`config.mk`:
```
export PLATFORM = sky130hd
export DESIGN_NAME = fetch_stage
export DESIGN_NICKNAME = d
export VERILOG_FILES = /design/src/rtl/fetch_stage.sv
export SDC_FILE = /design/constraint.sdc
export NUM_CORES = 1
export LEC_CHECK = 0
export CORE_UTILIZATION = 46
export DETAILED_ROUTE_END_ITERATION = 6
export GPL_TIMING_DRIVEN = 0
export HOLD_SLACK_MARGIN = 0.15
export PLACE_DENSITY = 0.77
export SYNTH_ARGS = -nofsm -noshare
export SYNTH_HDL_FRONTEND = slang
export SYNTH_SLANG_ARGS = --single-unit
```
`constraint.sdc`:
```
create_clock -name clk -period 2.4 [get_ports clk]
set_input_delay 0.36 -clock clk [delete_from_list [all_inputs] [get_ports clk]]
set_output_delay 0.36 -clock clk [all_outputs]
set_load 0.02 [all_outputs]
```
`src/rtl/fetch_stage.sv`:
```
`timescale 1ns/1ps
// ---------------------------------------------------------------------------
// fetch_stage
//
// Instruction-fetch stage plus the IF/ID pipeline register of the five-stage
// MIPS pipeline. Owns the fetch PC, issues word requests to a variable-latency
// instruction memory (ready handshake) and presents instruction, PC and PC+4
// to decode. Branches/jumps resolve in decode with one delay slot. A resolved
// redirect that cannot be applied immediately is parked until the delay-slot
// fetch completes. A word fetched while decode is stalled is parked in a
// one-entry skid buffer.
//
// Ports
//   clk, reset     rising-edge clock, synchronous active-high reset
//   imem_req       fetch request valid (combinational from reset/ibuf_valid)
//   imem_addr      word address of the outstanding request (bits[1:0] = 00)
//   imem_rdata     instruction word, valid when imem_ready = 1
//   imem_ready     completes the outstanding request this cycle
//   stall_D        hazard unit: hold the decode register
//   redirect_D     taken branch/jump currently in decode
//   redirect_sel   0: target from npc_target, 1: target from jr_target
//   npc_target     branch/jump target computed in decode
//   jr_target      forwarded rs value for jr/jalr
//   instr_D        decode instruction, 0 (nop) when bubble
//   PC_D, PC4_D    PC of instr_D and PC_D + 4
//   valid_D        instr_D is a real instruction
// ---------------------------------------------------------------------------
module fetch_stage #(
  parameter logic [31:0] RESET_PC = 32'h0000_3000
) (
  input  logic        clk,
  input  logic        reset,
  output logic        imem_req,
  output logic [31:0] imem_addr,
  input  logic [31:0] imem_rdata,
  input  logic        imem_ready,
  input  logic        stall_D,
  input  logic        redirect_D,
  input  logic        redirect_sel,
  input  logic [31:0] npc_target,
  input  logic [31:0] jr_target,
  output logic [31:0] instr_D,
  output logic [31:0] PC_D,
  output logic [31:0] PC4_D,
  output logic        valid_D
);

  // Fetch PC and pending redirect
  logic [31:0] pc_f;
  logic [31:0] redir_pc;
  logic        redir_valid;

  // One-entry skid buffer for a word that completed while decode was stalled
  logic [31:0] ibuf_instr;
  logic [31:0] ibuf_pc;
  logic [31:0] ibuf_pc4;
  logic        ibuf_valid;

  // Combinational helpers
  logic [31:0] raw_target;
  logic [31:0] target;
  logic [31:0] pc_f_plus4;
  logic        fetch_done;
  logic        redirect_taken;

  // The request is withheld only while the skid buffer is occupied, so the
  // buffer can never be overrun. The address is the fetch PC register, which
  // only moves on completion, keeping a waiting request stable.
  assign imem_req  = !reset && !ibuf_valid;
  assign imem_addr = pc_f;

  // Target selection; jr/jalr sources may carry misaligned low bits.
  always_comb begin
    raw_target     = redirect_sel ? jr_target : npc_target;
    target         = raw_target & 32'hFFFF_FFFC;
    pc_f_plus4     = pc_f + 32'd4;
    fetch_done     = imem_req && imem_ready;
    redirect_taken = redirect_D && valid_D && !stall_D;
  end

  // Fetch PC and pending-redirect register.
  // A parked redirect always wins on the next completion, because that
  // completion is the delay slot. When no fetch completes alongside an
  // honoured redirect there are two cases: if the delay slot already sits in
  // the skid buffer, nothing is outstanding and the PC can jump at once;
  // otherwise the delay slot is still in flight and the target is parked.
  // A second redirect while one is parked keeps the first.
  always_ff @(posedge clk) begin
    if (reset) begin
      pc_f        <= RESET_PC;
      redir_pc    <= 32'd0;
      redir_valid <= 1'b0;
    end else if (fetch_done) begin
      if (redir_valid) begin
        pc_f        <= redir_pc;
        redir_valid <= 1'b0;
      end else if (redirect_taken) begin
        pc_f <= target;
      end else begin
        pc_f <= pc_f_plus4;
      end
    end else if (redirect_taken && !redir_valid) begin
      if (ibuf_valid) begin
        pc_f <= target;
      end else begin
        redir_pc    <= target;
        redir_valid <= 1'b1;
      end
    end
  end

  // Skid buffer: captures a completing fetch when decode cannot accept it and
  // empties as soon as decode is released.
  always_ff @(posedge clk) begin
    if (reset) begin
      ibuf_instr <= 32'd0;
      ibuf_pc    <= 32'd0;
      ibuf_pc4   <= 32'd0;
      ibuf_valid <= 1'b0;
    end else if (fetch_done && stall_D) begin
      ibuf_instr <= imem_rdata;
      ibuf_pc    <= pc_f;
      ibuf_pc4   <= pc_f_plus4;
      ibuf_valid <= 1'b1;
    end else if (!stall_D) begin
      ibuf_valid <= 1'b0;
    end
  end

  // IF/ID register. The buffered word is older than anything in flight, so it
  // has priority; no request is issued while it is occupied, so the two
  // sources never compete. Bubbles zero the instruction but keep the PCs.
  always_ff @(posedge clk) begin
    if (reset) begin
      instr_D <= 32'd0;
      PC_D    <= 32'd0;
      PC4_D   <= 32'd0;
      valid_D <= 1'b0;
    end else if (!stall_D) begin
      if (ibuf_valid) begin
        instr_D <= ibuf_instr;
        PC_D    <= ibuf_pc;
        PC4_D   <= ibuf_pc4;
        valid_D <= 1'b1;
      end else if (fetch_done) begin
        instr_D <= imem_rdata;
        PC_D    <= pc_f;
        PC4_D   <= pc_f_plus4;
        valid_D <= 1'b1;
      end else begin
        instr_D <= 32'd0;
        valid_D <= 1'b0;
      end
    end
  end

endmodule

```
==> results of run 1 <==
-- tightest hold or removal path, stage by stage --
cell             delay, ns
clkdlybuf4s50_1       0.42
nand2_1               0.07
a21oi_1               0.05
-- flip-flops by register name, indices dropped and copies added, names as in the netlist --
register     cells
PC_D            30
ibuf_instr      32
redir_valid      1
imem_addr       30
ibuf_valid       1
ibuf_pc4        30
PC4_D           30
instr_D         32
ibuf_pc         30
redir_pc        30
valid_D          1
-- power by group through the flow --
stage | clock network [mW] | logic [mW] | registers, mW
floorplan | 0 | 0.619 | 4.53
global placement | 0 | 1.32 | 4.44
detailed placement | 0 | 1.34 | 4.44
CTS | 3.87 | 1.35 | 4.36
global route | 4.04 | 1.47 | 4.38
finish | 3.89 | 1.38 | 4.36
-- cell families (layout without fill, tap and decap cells) --
group,Yosys count,in the layout,share of synthesized area (%)
simple gates,497,497,19.6
compound gates,378,378,22.2
flops,247,247,44.8
buf+inv,141,406,5.20
mux,69,69,6.35
xor+xnor,21,21,1.67
fa+ha+maj,1,1,0.113
other cells,1,6,0.0340
-- cells in the mapped netlist (5+ instances only) --
master	instances
buf_2	9
o21ai_0	38
and3_1	10
a21oi_1	142
a22oi_1	34
a2bb2oi_1	7
xnor2_1	8
o2bb2ai_1	10
clkbuf_1	98
nor3_1	33
nand4_1	11
mux2_2	8
a221o_1	5
xor2_1	13
nand2_1	187
buf_1	16
inv_1	9
nand3_1	24
o22ai_1	6
nand2b_1	5
mux2i_1	61
a31oi_1	16
dfxtp_1	247
nor2_1	189
buf_4	6
a211oi_1	70
nor4_1	7
-- metrics by stage --
step	util [%]	power (mW)
floorplan	-	5.15
global placement	58.1	5.75
detailed placement	58.1	5.78
CTS	62.1	9.58
global route	62.6	9.89
finish	62.6	9.63
-- area by class of cell --
cell class              instances  area [sq um]
plain buffers                 129           638
clock buffers                  37           743
clock inverters                 5          50.0
fillers                      2039          8770
inverters                       9          33.8
multi-input cells             972          5630
flip-flops and latches        247          4960
well taps                     319           399
repair buffers                226          2240
-- path summary, 6_finish.rpt --
kind / end / slack (ns) / cells after the start / from
min: ibuf_instr[28]$_SDFFE_PP0P_ / 0.41 / 3 / imem_rdata[28]
max reg2reg: imem_addr[16]$_SDFFE_PP0P_ / 0.02 / 7 / imem_addr[11]$_SDFFE_PP0P_
min reg2reg: ibuf_pc[16]$_SDFFE_PP0P_ / 0.45 / 2 / ibuf_pc[16]$_SDFFE_PP0P_
max: imem_addr[16]$_SDFFE_PP0P_ / 0.02 / 7 / imem_addr[11]$_SDFFE_PP0P_
-- routing by layer --
metal / wire, um / vias to the layer above / GRT usage [%]
met3: 3970 / 89 / 4.71
met4: 1170 / 0 / 10.0
met2: 17600 / 663 / 49.4
met5: 0 / - / 0
li1: - / 5290 / -
met1: 16300 / 5364 / 42.7
-- repair_timing --
action                                  in CTS  in global routing
pin swaps                                    2                  2
hold buffers                                 0                  0
endpoints found under the setup margin     163                121
setup buffers                                3                  3
gates resized for setup                     46                 56
==> run metrics, run 1 <==
status finished clean; clock buffer depth 3; largest net degree at the start of global routing 13; Slew headroom 40.7%; hpwl dp 28.4 mm; Post-synth ARST share 0%; CTS Sinks 247; Initial DRC Count 1,222; maxcap violations 0; Initial Util 47.0%; Routability Congestion 0.929; total grt overflow 0; worst slew pin tran 0.890 ns; synthesized flop and latch total 247; Synth-to-Final Area Change 33.3%; post-synth top area cell dfxtp_1; TritonCTS buffer count 26; vias post-DR 11,400; Layout Cells excl Fill 1,944; Place WS -1.05 ns; Worst-path clk slew 0.06 ns; Syn Inst Count 1,355; dpl cell area 0.0136 sq mm; # setup viols final 0; Cell Chain, Critical Path nand4_1 > buf_6 > or4_4 > buf_6 > or4_1 > a31o_1 > a21oi_2; Die Width 157 um; most frequent cells in the layout dfxtp_1 (237), clkdlybuf4s50_1 (218), nor2_1 (188); placed cells 1,899; LEAKAGE 5.08 nW; CP most frequent cell buf_6; total negative slack 0 ns; RSZ-0062 raised after global routing true; crit path launch type flop; cell-internal power 7.06 mW; Sw Ratio 26.6%; sequential share of power 45.3%; CTS tree done; Die Y 157 um; crit path capture type flop; Total Routing Usage GR 31.0%; Mapped Area 0.0110 sq mm; crit path kind flop to flop; Worst Path Buf+Inv 2; std cell rows 56; Critical Path Slowest Stage Cell or4_4; global-route wire length before repair 58.9 mm; DRC 0; layout cells sized above 1 7.75%; Yosys warnings 0; Worst EP arrival 2.85 ns; DR vias/cell 5.87; final hold violation count 0; post-synth top area share 44.8%; Core Area 0.0235 sq mm; post-synthesis sequential area ratio 44.8%; Port Buffers 220; WHS 0.407 ns; H-Tree Depth 1; Gate power share 14.3%; Post-synth top flop dfxtp_1; slowest cell delay on critical path 0.48 ns; worst vdd ir 0.386 mV; nets 1,714; die area 0.0246 sq mm; Unique masters post-synth 71; crit-path max FO 8; vias in the first global route 10,500; fin worst setup slack 0.0169 ns; commonest non-fill, non-tap cell in the layout dfxtp_1; Total Wirelength 39.0 mm; fin crit share 99.3%; final worst path period need 2.38 ns; Worst Hold Class primary input to flop; critical path required time 2.87 ns; antenna-violating nets left 0; Ant. Diodes 0; Psw 2.56 mW; initial antenna violation count 0; clock root buffer clkbuf_16; WL/cell 20.1 um; PD cells 655 mW/mm^2; Clock Power Share 40.4%; top post-synthesis cells by area dfxtp_1 (45%), a21oi_1 (6.4%), nor2_1 (6.4%); max-slew violation count 0; IO Count 232; Finished Cell Area 0.0147 sq mm; fmax 420 MHz; worst skew pair latency 0.54 ns; Post-synth EDFFs 0; Setup Skew 0.0138 ns; Mapped Avg Cell Area 8.14 sq um; Top delay family on crit path simple AND/OR/NAND/NOR gates; Pre-antenna DRT Iters 6
Power figures use the tool's default switching activity.
==> run 2: changes to the inputs <==
Settings changed: HOLD_SLACK_MARGIN 0.15 to default.
==> results of run 2 <==
The final DEF is identical to that of run 1; final timing and power are the same.
